File: src/rtl/demux1_2_buf_pkg.sv
// Shared definitions for the buffered 1-to-2 stream demultiplexer.
package demux_pkg;

  localparam logic SEL_OUT0 = 1'b0;
  localparam logic SEL_OUT1 = 1'b1;

  localparam int unsigned DATA_WIDTH = 8;

  typedef logic [DATA_WIDTH-1:0] data_t;

  // Pointer width for a power-of-two FIFO depth; a 1-deep FIFO still needs one bit.
  function automatic int unsigned ptr_bits(input int unsigned depth);
    return (depth > 1) ? $clog2(depth) : 1;
  endfunction

endpackage

File: src/rtl/demux1_2_buf_if.sv
// Input stream plus two output streams of the buffered demultiplexer.
interface demux1_2_buf_if
  import demux_pkg::*;
#(
  parameter int unsigned WIDTH = DATA_WIDTH
);

  logic             in_valid;
  logic             in_ready;
  logic [WIDTH-1:0] in_data;
  logic             in_sel;

  logic             out0_valid;
  logic             out0_ready;
  logic [WIDTH-1:0] out0_data;

  logic             out1_valid;
  logic             out1_ready;
  logic [WIDTH-1:0] out1_data;

  // Producer and both consumers seen from outside the demultiplexer.
  modport master (
    output in_valid, in_data, in_sel, out0_ready, out1_ready,
    input  in_ready, out0_valid, out0_data, out1_valid, out1_data
  );

  modport slave (
    input  in_valid, in_data, in_sel, out0_ready, out1_ready,
    output in_ready, out0_valid, out0_data, out1_valid, out1_data
  );

endinterface

File: src/rtl/demux1_2_buf_sync_fifo.sv
// Small synchronous FIFO with a registered head (no fall-through) and unreset storage.
module sync_fifo
  import demux_pkg::*;
#(
  parameter int unsigned WIDTH = DATA_WIDTH,
  parameter int unsigned DEPTH = 2
) (
  input  logic             clk,
  input  logic             rst,
  input  logic             push,
  input  logic             pop,
  input  logic [WIDTH-1:0] wdata,
  output logic [WIDTH-1:0] rdata,
  output logic             full,
  output logic             empty
);

  localparam int unsigned AW = ptr_bits(DEPTH);
  localparam int unsigned CW = AW + 1;

  logic [WIDTH-1:0] mem [DEPTH];
  logic [AW-1:0]    wptr;
  logic [AW-1:0]    rptr;
  logic [CW-1:0]    count;
  logic             do_push;
  logic             do_pop;

  assign full    = (count == CW'(DEPTH));
  assign empty   = (count == '0);
  assign do_push = push && !full;
  assign do_pop  = pop && !empty;
  assign rdata   = mem[rptr];

  always_ff @(posedge clk or posedge rst) begin
    if (rst) begin
      wptr  <= '0;
      rptr  <= '0;
      count <= '0;
    end else begin
      if (do_push) wptr <= wptr + AW'(1);
      if (do_pop)  rptr <= rptr + AW'(1);
      case ({do_push, do_pop})
        2'b10:   count <= count + CW'(1);
        2'b01:   count <= count - CW'(1);
        default: count <= count;
      endcase
    end
  end

  always_ff @(posedge clk) begin
    if (do_push) mem[wptr] <= wdata;
  end

endmodule

File: src/rtl/demux1_2_buf.sv
// Buffered 1-to-2 stream demultiplexer: in_sel steers each word into one of two FIFOs.
module demux1_2_buf
  import demux_pkg::*;
#(
  parameter int unsigned WIDTH = DATA_WIDTH,
  parameter int unsigned DEPTH = 2
) (
  input logic            clk,
  input logic            rst,
  demux1_2_buf_if.slave  bus
);

  logic [1:0]       full;
  logic [1:0]       empty;
  logic [WIDTH-1:0] rdata0;
  logic [WIDTH-1:0] rdata1;
  logic             accept;
  logic             push0;
  logic             push1;
  logic             pop0;
  logic             pop1;

  // in_ready depends only on the selected FIFO, never on in_valid.
  assign bus.in_ready = (bus.in_sel == SEL_OUT1) ? !full[1] : !full[0];

  assign accept = bus.in_valid && bus.in_ready;
  assign push0  = accept && (bus.in_sel == SEL_OUT0);
  assign push1  = accept && (bus.in_sel == SEL_OUT1);
  assign pop0   = bus.out0_valid && bus.out0_ready;
  assign pop1   = bus.out1_valid && bus.out1_ready;

  assign bus.out0_valid = !empty[0];
  assign bus.out1_valid = !empty[1];
  assign bus.out0_data  = empty[0] ? '0 : rdata0;
  assign bus.out1_data  = empty[1] ? '0 : rdata1;

  sync_fifo #(.WIDTH(WIDTH), .DEPTH(DEPTH)) u_fifo0 (
    .clk   (clk),
    .rst   (rst),
    .push  (push0),
    .pop   (pop0),
    .wdata (bus.in_data),
    .rdata (rdata0),
    .full  (full[0]),
    .empty (empty[0])
  );

  sync_fifo #(.WIDTH(WIDTH), .DEPTH(DEPTH)) u_fifo1 (
    .clk   (clk),
    .rst   (rst),
    .push  (push1),
    .pop   (pop1),
    .wdata (bus.in_data),
    .rdata (rdata1),
    .full  (full[1]),
    .empty (empty[1])
  );

  property p_producer_stable;
    @(posedge clk) disable iff (rst)
      (bus.in_valid && !bus.in_ready) |=> ($stable(bus.in_data) && $stable(bus.in_sel));
  endproperty

  a_producer_stable: assert property (p_producer_stable);

endmodule

File: src/flat_wrapper.sv
// flat-port wrapper written by rule: the top's interface ports become plain ports
module demux1_2_buf_flat import demux_pkg::*;
#(
  parameter int unsigned WIDTH = DATA_WIDTH,
  parameter int unsigned DEPTH = 2
)
  (clk, rst, bus_in_valid, bus_in_data, bus_in_sel, bus_out0_ready, bus_out1_ready, bus_in_ready, bus_out0_valid, bus_out0_data, bus_out1_valid, bus_out1_data);
  demux1_2_buf_if #(.WIDTH(WIDTH)) bus_i ();
  input logic clk;
  input logic rst;
  input wire logic [$bits(bus_i.in_valid)-1:0] bus_in_valid;
  input wire logic [$bits(bus_i.in_data)-1:0] bus_in_data;
  input wire logic [$bits(bus_i.in_sel)-1:0] bus_in_sel;
  input wire logic [$bits(bus_i.out0_ready)-1:0] bus_out0_ready;
  input wire logic [$bits(bus_i.out1_ready)-1:0] bus_out1_ready;
  output wire logic [$bits(bus_i.in_ready)-1:0] bus_in_ready;
  output wire logic [$bits(bus_i.out0_valid)-1:0] bus_out0_valid;
  output wire logic [$bits(bus_i.out0_data)-1:0] bus_out0_data;
  output wire logic [$bits(bus_i.out1_valid)-1:0] bus_out1_valid;
  output wire logic [$bits(bus_i.out1_data)-1:0] bus_out1_data;
  assign bus_i.in_valid = bus_in_valid;
  assign bus_i.in_data = bus_in_data;
  assign bus_i.in_sel = bus_in_sel;
  assign bus_i.out0_ready = bus_out0_ready;
  assign bus_i.out1_ready = bus_out1_ready;
  assign bus_in_ready = bus_i.in_ready;
  assign bus_out0_valid = bus_i.out0_valid;
  assign bus_out0_data = bus_i.out0_data;
  assign bus_out1_valid = bus_i.out1_valid;
  assign bus_out1_data = bus_i.out1_data;
  demux1_2_buf #(.WIDTH(WIDTH), .DEPTH(DEPTH)) u_core (.clk(clk), .rst(rst), .bus(bus_i));
endmodule
File: config.mk
export PLATFORM = sky130hd
export DESIGN_NAME = demux1_2_buf_flat
export DESIGN_NICKNAME = d
export VERILOG_FILES = /design/src/rtl/demux1_2_buf_pkg.sv /design/src/rtl/demux1_2_buf_if.sv /design/src/rtl/demux1_2_buf_sync_fifo.sv /design/src/rtl/demux1_2_buf.sv /design/src/flat_wrapper.sv
export SDC_FILE = /design/constraint.sdc
export NUM_CORES = 1
export LEC_CHECK = 0
export CAP_MARGIN = 10
export CORE_ASPECT_RATIO = 1.1
export CORE_MARGIN = 10
export CORE_UTILIZATION = 35
export DETAILED_ROUTE_END_ITERATION = 6
export PLACE_DENSITY = 0.6
export SYNTH_ARGS = -nofsm -noshare
export SYNTH_HDL_FRONTEND = slang
export SYNTH_HIERARCHICAL = 1
export SYNTH_SLANG_ARGS = --single-unit
File: constraint.sdc
create_clock -name clk -period 1.8 [get_ports clk]
set_input_delay 0.36 -clock clk [delete_from_list [all_inputs] [get_ports clk]]
set_output_delay 0.36 -clock clk [all_outputs]
set_load 0.02 [all_outputs]
=== Word-level counts from Yosys, hierarchy flattened ===
Memories as Yosys holds them, arrays and structs flattened.
Cells that the tools add are included.

* Flip-flop bits (word level): 8
* Bits in writable memories: 32
* Input bits: 14
* Output and inout bits: 19
* Memories kept: 2

{| class="wikitable"
|+ Memory list
! memory !! depth !! width !! rd ports !! clocked after Yosys merged registers in !! write ports !! RTL line !! RTL
|-
| u_core.u_fifo0.mem || 2 || 8 || 1 || 0 || 1 || demux1_2_buf_sync_fifo.sv:21 || <nowiki>logic [WIDTH-1:0] mem [DEPTH];</nowiki>
|-
| u_core.u_fifo1.mem || 2 || 8 || 1 || 0 || 1 || demux1_2_buf_sync_fifo.sv:21 ||
|}

* Add/sub/neg operators: 8
* Equality and inequality tests: 6
* Mux-type cells: 9
* Bitwise operators: 1
* Reduce and logical (&&, ||, !) cells: 17

{| class="wikitable"
|+ Operator list
! operator !! count
|-
| 8-bit 2-to-1 mux || 2
|-
| 1-bit logical AND || 9
|-
| 2-bit equality test, second input constant || 4
|-
| 2-bit case mux with 2 select lines || 2
|-
| 1-bit 2-to-1 mux || 5
|-
| 1-bit adder, second input constant || 4
|-
| 2-bit by 1-bit adder with 2-bit output, second input constant || 2
|-
| 2-bit by 1-bit equality test with 1-bit output, second input constant || 2
|-
| 1-bit zero test || 4
|-
| 2-bit zero test || 2
|-
| 2-bit nonzero test || 2
|-
| 2-bit by 1-bit subtractor with 2-bit output, second input constant || 2
|-
| 1-bit NOT || 1
|}

=== Depth between registers and ports, before layout ===
* Word-level depth: 8
* Depth in mapped cells: 8

=== Cells and area by module ===
Netlist, hierarchy kept.

{| class="wikitable"
|+ By module, submodules not included
! module !! times used !! cells an instance !! area each (um^2)
|-
| sync_fifo || 2 || 44 || 778.2
|-
| demux1_2_buf || 1 || 23 || 146.4
|}

=== Worst setup path after synthesis ===
OpenSTA, ideal clock, no wires.

* Path type: flip-flop to flip-flop
* Start point: register u_core.u_fifo0.count[0]
* End point: register u_core.u_fifo0.count[1]
* Data arrival time: 1665 ps
* Path slack: 56 ps
* Cell stages (with the launch flop): 7
* Cell sequence: dfrtp_1 -> nor2_1 -> nor2b_1 -> nor2b_2 -> ha_1 -> nor2_1 -> xor2_1

* Elaborated cells on any way between the ends: 16
* Those cells by class: add/sub: 2; eq/ne: 3; mux: 2; reduce/logical: 9

{| class="wikitable"
|+ RTL lines
! what !! RTL line !! RTL
|-
| start, declared || demux1_2_buf_sync_fifo.sv:24 || <nowiki>logic [CW-1:0] count;</nowiki>
|-
| start signal, assigned || demux1_2_buf_sync_fifo.sv:43 || <nowiki>2'b10: count <= count + CW'(1);</nowiki>
|-
| start signal, assigned || demux1_2_buf_sync_fifo.sv:44 || <nowiki>2'b01: count <= count - CW'(1);</nowiki>
|-
| start signal, assigned || demux1_2_buf_sync_fifo.sv:45 || <nowiki>default: count <= count;</nowiki>
|-
| 2-bit zero test * || demux1_2_buf_sync_fifo.sv:29 || <nowiki>assign empty = (count == '0);</nowiki>
|-
| net u_core.empty[0] || demux1_2_buf.sv:14 || <nowiki>logic [1:0] empty;</nowiki>
|-
| 1-bit zero test * || demux1_2_buf.sv:32 || <nowiki>assign bus.out0_valid = !empty[0];</nowiki>
|-
| 1-bit logical AND * || demux1_2_buf.sv:29 || <nowiki>assign pop0 = bus.out0_valid && bus.out0_ready;</nowiki>
|-
| net u_core.pop0 || demux1_2_buf.sv:20 || <nowiki>logic pop0;</nowiki>
|-
| 1-bit logical AND * || demux1_2_buf_sync_fifo.sv:31 || <nowiki>assign do_pop = pop && !empty;</nowiki>
|-
| net u_core.u_fifo0.do_pop || demux1_2_buf_sync_fifo.sv:26 || <nowiki>logic do_pop;</nowiki>
|-
| 2-bit by 1-bit equality test with 1-bit output / 2-bit equality test (equally long branches) || demux1_2_buf_sync_fifo.sv:42 || <nowiki>case ({do_push, do_pop})</nowiki>
|-
| 2-bit case mux with 2 select lines / 2-bit nonzero test (equally long branches) || - ||
|}

The timed path passes the listed nets; every way through them passes the cells marked *.
A chain may end at the register's enable or synchronous reset.

=== Worst setup path in the final report ===
* Start point: register u_core.u_fifo1.rptr
* End point: output bus_out1_data[7]

* Cells in the longest elaborated chain, start to end: 2

{| class="wikitable"
|+ RTL lines
! what !! RTL line !! RTL
|-
| start, declared || demux1_2_buf_sync_fifo.sv:23 || <nowiki>logic [AW-1:0] rptr;</nowiki>
|-
| start signal, assigned || demux1_2_buf_sync_fifo.sv:41 || <nowiki>if (do_pop) rptr <= rptr + AW'(1);</nowiki>
|-
| memory 2 x 8 bit || - ||
|-
| net u_core.rdata1[7] || demux1_2_buf.sv:16 || <nowiki>logic [WIDTH-1:0] rdata1;</nowiki>
|-
| 8-bit 2-to-1 mux || demux1_2_buf.sv:35 || <nowiki>assign bus.out1_data = empty[1] ? '0 : rdata1;</nowiki>
|-
| end, declared || flat_wrapper.sv:20 || <nowiki>output wire logic [$bits(bus_i.out1_data)-1:0] bus_out1_data;</nowiki>
|}

The timed path passes the listed nets, and every way through them passes these cells.

==> Implementation_results.wiki <==
{| class="wikitable"
! Metric !! Value
|-
| Largest net degree at the start of global routing || 13
|-
| Area enclosed by the die boundary || a little over 0.008 sq mm
|-
| Unrepaired setup endpoints after global routing || true
|-
| CORE AREA || 0.00468 sq mm
|-
| Violations in the final reports || negative setup slack
|-
| CTS H-tree lvls || 2
|-
| Post-route setup slack || -80.4 ps
|-
| Total Routing Usage GR || 0.0838
|-
| Number of flip-flops and latches in the synthesized netlist || 40
|-
| RD Place Congestion || roughly 0.77
|-
| Least-Margin Pin Slew || between 200 and 250 ps
|-
| TritonCTS clock tree || built
|-
| R2r setup slk || 160 ps
|-
| Top library cells by usage in the layout, fill and taps aside || edfxtp_1, buf_4, clkdlybuf4s50_1
|-
| DRT Wirelength || between 3 and 4 mm
|-
| Cell type with the highest occurrence count on the critical path || buf_6
|-
| Worst slack at placement || -252 ps
|-
| Detail-routed net length per standard cell || 14.5 um
|-
| Instance area at placement || 0.00219 sq mm
|-
| Netlist area before placement || 0.00170 sq mm
|-
| Vias per cell || 4.45
|-
| Fraction of power consumed by sequential logic || 0.304
|-
| Multiplexer share of the synthesized area || 0.112
|-
| Kind of end point of the critical path || primary output
|-
| Post-Syn Nets || ~130
|-
| Adder-cell area share of the yosys netlist || 0.0147
|-
| Internal power || 0.00294 W
|-
| Count of final hold-check violations || 0
|-
| Startpoint kind of the worst setup timing path || register
|-
| Clock Tree Buf Depth || 2
|-
| Vias || 993
|-
| Count of clock tree sinks || 40
|-
| Register-to-Register Path Depth || 7
|-
| Chip height || 93.2 um
|-
| Upper clock frequency limit || between 0.5 and 0.6 GHz
|-
| Share of final-layout standard cells stronger than drive strength 1 || 0.437
|-
| Critical-path cell with the highest stage delay || dfrtp_2
|-
| Layout Skew || 4.53 ps
|-
| First drt pass iteration count || 2
|-
| Yosys warning count || 6
|-
| Final core utilization || 0.534
|-
| Cell chain of the critical path || buf_6 > buf_6 > mux2_4 > nor2b_2 > buf_6
|-
| Areal power density over the cells || 1730 mW/mm^2
|-
| Number of setup violations in the final report || 3
|-
| Pleak || 1.04 nW
|-
| P_sw || approximately 0.0014 W
|-
| Remaining global-route overflow || 0
|-
| Fraction of power consumed by combinational cells || 0.505
|-
| Simple-gate area share of the yosys netlist || 0.121
|-
| Reg2reg start || u_core/u_fifo0/count[0]
|-
| Critical Path AT || roughly 1500 ps
|-
| Number of routed nets with antenna violations || 0
|-
| Post-synthesis compound-gate area fraction || 0
|-
| Synthesized instance count || 111
|-
| Clock Root Buffer || clkbuf_8
|-
| Fraction of power consumed by the clock network || 0.191
|-
| Synth area leaders || edfxtp_1, dfrtp_1, mux2_1
|-
| Clock latency reported for the late side of the worst-skew pair || 280 ps
|-
| Share of the synthesized netlist area taken by xor and xnor gates || 0.0514
|-
| Initial DRC Count || 50
|-
| Largest family of logic cells by synthesized area || simple AND/OR/NAND/NOR gates
|-
| Top cell type's share of synthesized area || 0.564
|-
| Post-cts hold buffer count || 0
|-
| Count of pins over their slew limit || 0
|-
| Worst hold slack after final layout || 310 ps
|-
| Required time of the critical path || 1440 ps
|-
| Initial antenna violation count || 0
|-
| Die Wd || 86.5 um
|-
| Worst IR Drop VDD || 0.00104 V
|-
| Half-perimeter wire length of the detailed placement result || 2.35 mm
|-
| DRC violations left || 0
|-
| Wire length of the first global-routing pass || ~5.3 mm
|-
| Top-level port count || 33
|-
| Total Nets Final || 183
|-
| Count of buffers inserted at the top-level ports || 32
|-
| Class of the most critical hold timing path || primary input to async pin
|-
| Switching share of power || 0.321
|-
| Number of antenna repair diodes || 0
|-
| Largest stage delay, worst path || 430 ps
|-
| Share of synthesized area occupied by flip-flops and latches || 0.682
|-
| Area of all placed cells without fillers || 0.00250 sq mm
|-
| Number of buffers created by CTS || 5
|-
| Layout Area Growth over Synthesis || 46.8%
|-
| Ratio of final minimum period to clock period || 1.04
|-
| Count of maximum capacitance violations || 0
|-
| Terminus of the critical flop-to-flop path || u_core/u_fifo0/count[1]
|-
| Run status || complete, but fails checks
|-
| Worst setup path category || register to primary output
|-
| Maximum net fanout on the critical path || 4
|-
| Clock transition at the registers of the reported paths || 70 ps
|-
| Area leader, netlist || edfxtp_1
|-
| Cell row count || 26
|-
| Number of distinct library cells after synthesis || 17
|-
| Minimum clock period after layout || 1880 ps
|-
| Effective utilization at floorplan || 0.364
|-
| Post-synthesis average cell area || 15.3 sq um
|-
| Number of global-route vias before repair || 1054
|-
| Slew Limit Headroom || 0.854
|-
| Most frequent standard cell in the layout excluding fill and tap cells || edfxtp_1
|-
| Tot Pwr || 0.00432 W
|}
[cell type report]
cell class	count	area, sq um
clock inverters	2	60.1
repair buffers	51	493
clock buffers	5	68.8
flip-flops and latches	40	1160
fillers	412	2180
well taps	56	70.1
inverters	6	22.5
multi-input cells	63	622
[metal layers]
metal,GRT usage,vias to the layer above,part of all wire
li1,-,492,-
met1,0.0892,474,0.39
met2,0.142,22,0.52
met3,0.0425,5,0.076
met4,0.0243,0,0.014
met5,0,-,0
[metrics by stage]
stage	std cells	TNS (ps)
after floorplan	111	0
after global placement	209	-3980
after detailed placement	209	-4890
after CTS	221	-317
after global routing	223	-612
final	223	-237
[worst max-delay path: cells and delay by family (launching register included)]
family	cells	cell delay, ps
muxes	1	280
DFF	1	430
and+or+nand+nor	1	150
buffers and inverters	3	370
[worst max-delay path by stage]
stage	startpoint	to	slack [ps]	depth (start not counted)
finish	u_core/u_fifo1/rptr	bus_out1_data[7]	-80	5
global placement	bus_in_sel	bus_in_ready	-210	3
CTS	u_core/u_fifo1/rptr	bus_out1_data[0]	-100	5
floorplan	u_core/u_fifo0/count[0]	u_core/u_fifo0/count[1]	60	6
detailed placement	bus_in_sel	u_core/u_fifo0/count[1]	-250	7
global route	u_core/u_fifo1/rptr	bus_out1_data[1]	-130	5
[cell families after synthesis]
family | Yosys count
DFF | 40
adders and majority gates | 2
xor gates and xnor gates | 10
buffers and inverters | 8
and+or+nand+nor | 34
muxes | 17
[state kept, by name, summed over array words and instances (netlist names)]
name and cells:
u_core/u_fifo0/wptr 1, u_core/u_fifo0/count 2, u_core/u_fifo0/rptr 1, u_core/u_fifo1/mem 16, u_core/u_fifo1/rptr 1, u_core/u_fifo0/mem 16
u_core/u_fifo1/count 2, u_core/u_fifo1/wptr 1
[repair_timing]
| action | CTS | global route |
|---|---|---|
| resized for setup | 78 | 54 |
| setup buffers | 5 | 2 |
| pin swaps | 0 | 1 |
| endpoints found under the setup margin | 19 | 18 |
| hold endpoints to repair | 0 | 0 |
[Yosys cell counts (all sizes together)]
cell and n:
xor2 4, dfrtp 8, buf 2, nor2 6
nand2b 2, and3 2, nor3b 1, ha 2
nand2 2, inv 6, nor2b 20, mux2 16
edfxtp 32, xnor2 6, mux2i 1, and3b 1
[power by group through the flow]
stage / clock [W] / combinational (W) / sequential (W)
floorplan: 0 / 0.00102 / 0.00130
global placement: 0 / 0.00170 / 0.00137
detailed placement: 0 / 0.00173 / 0.00138
CTS: 0.000850 / 0.00175 / 0.00130
global route: 0.000887 / 0.00236 / 0.00134
finish: 0.000828 / 0.00218 / 0.00131
Note: power is estimated with default switching activity, not from simulation.
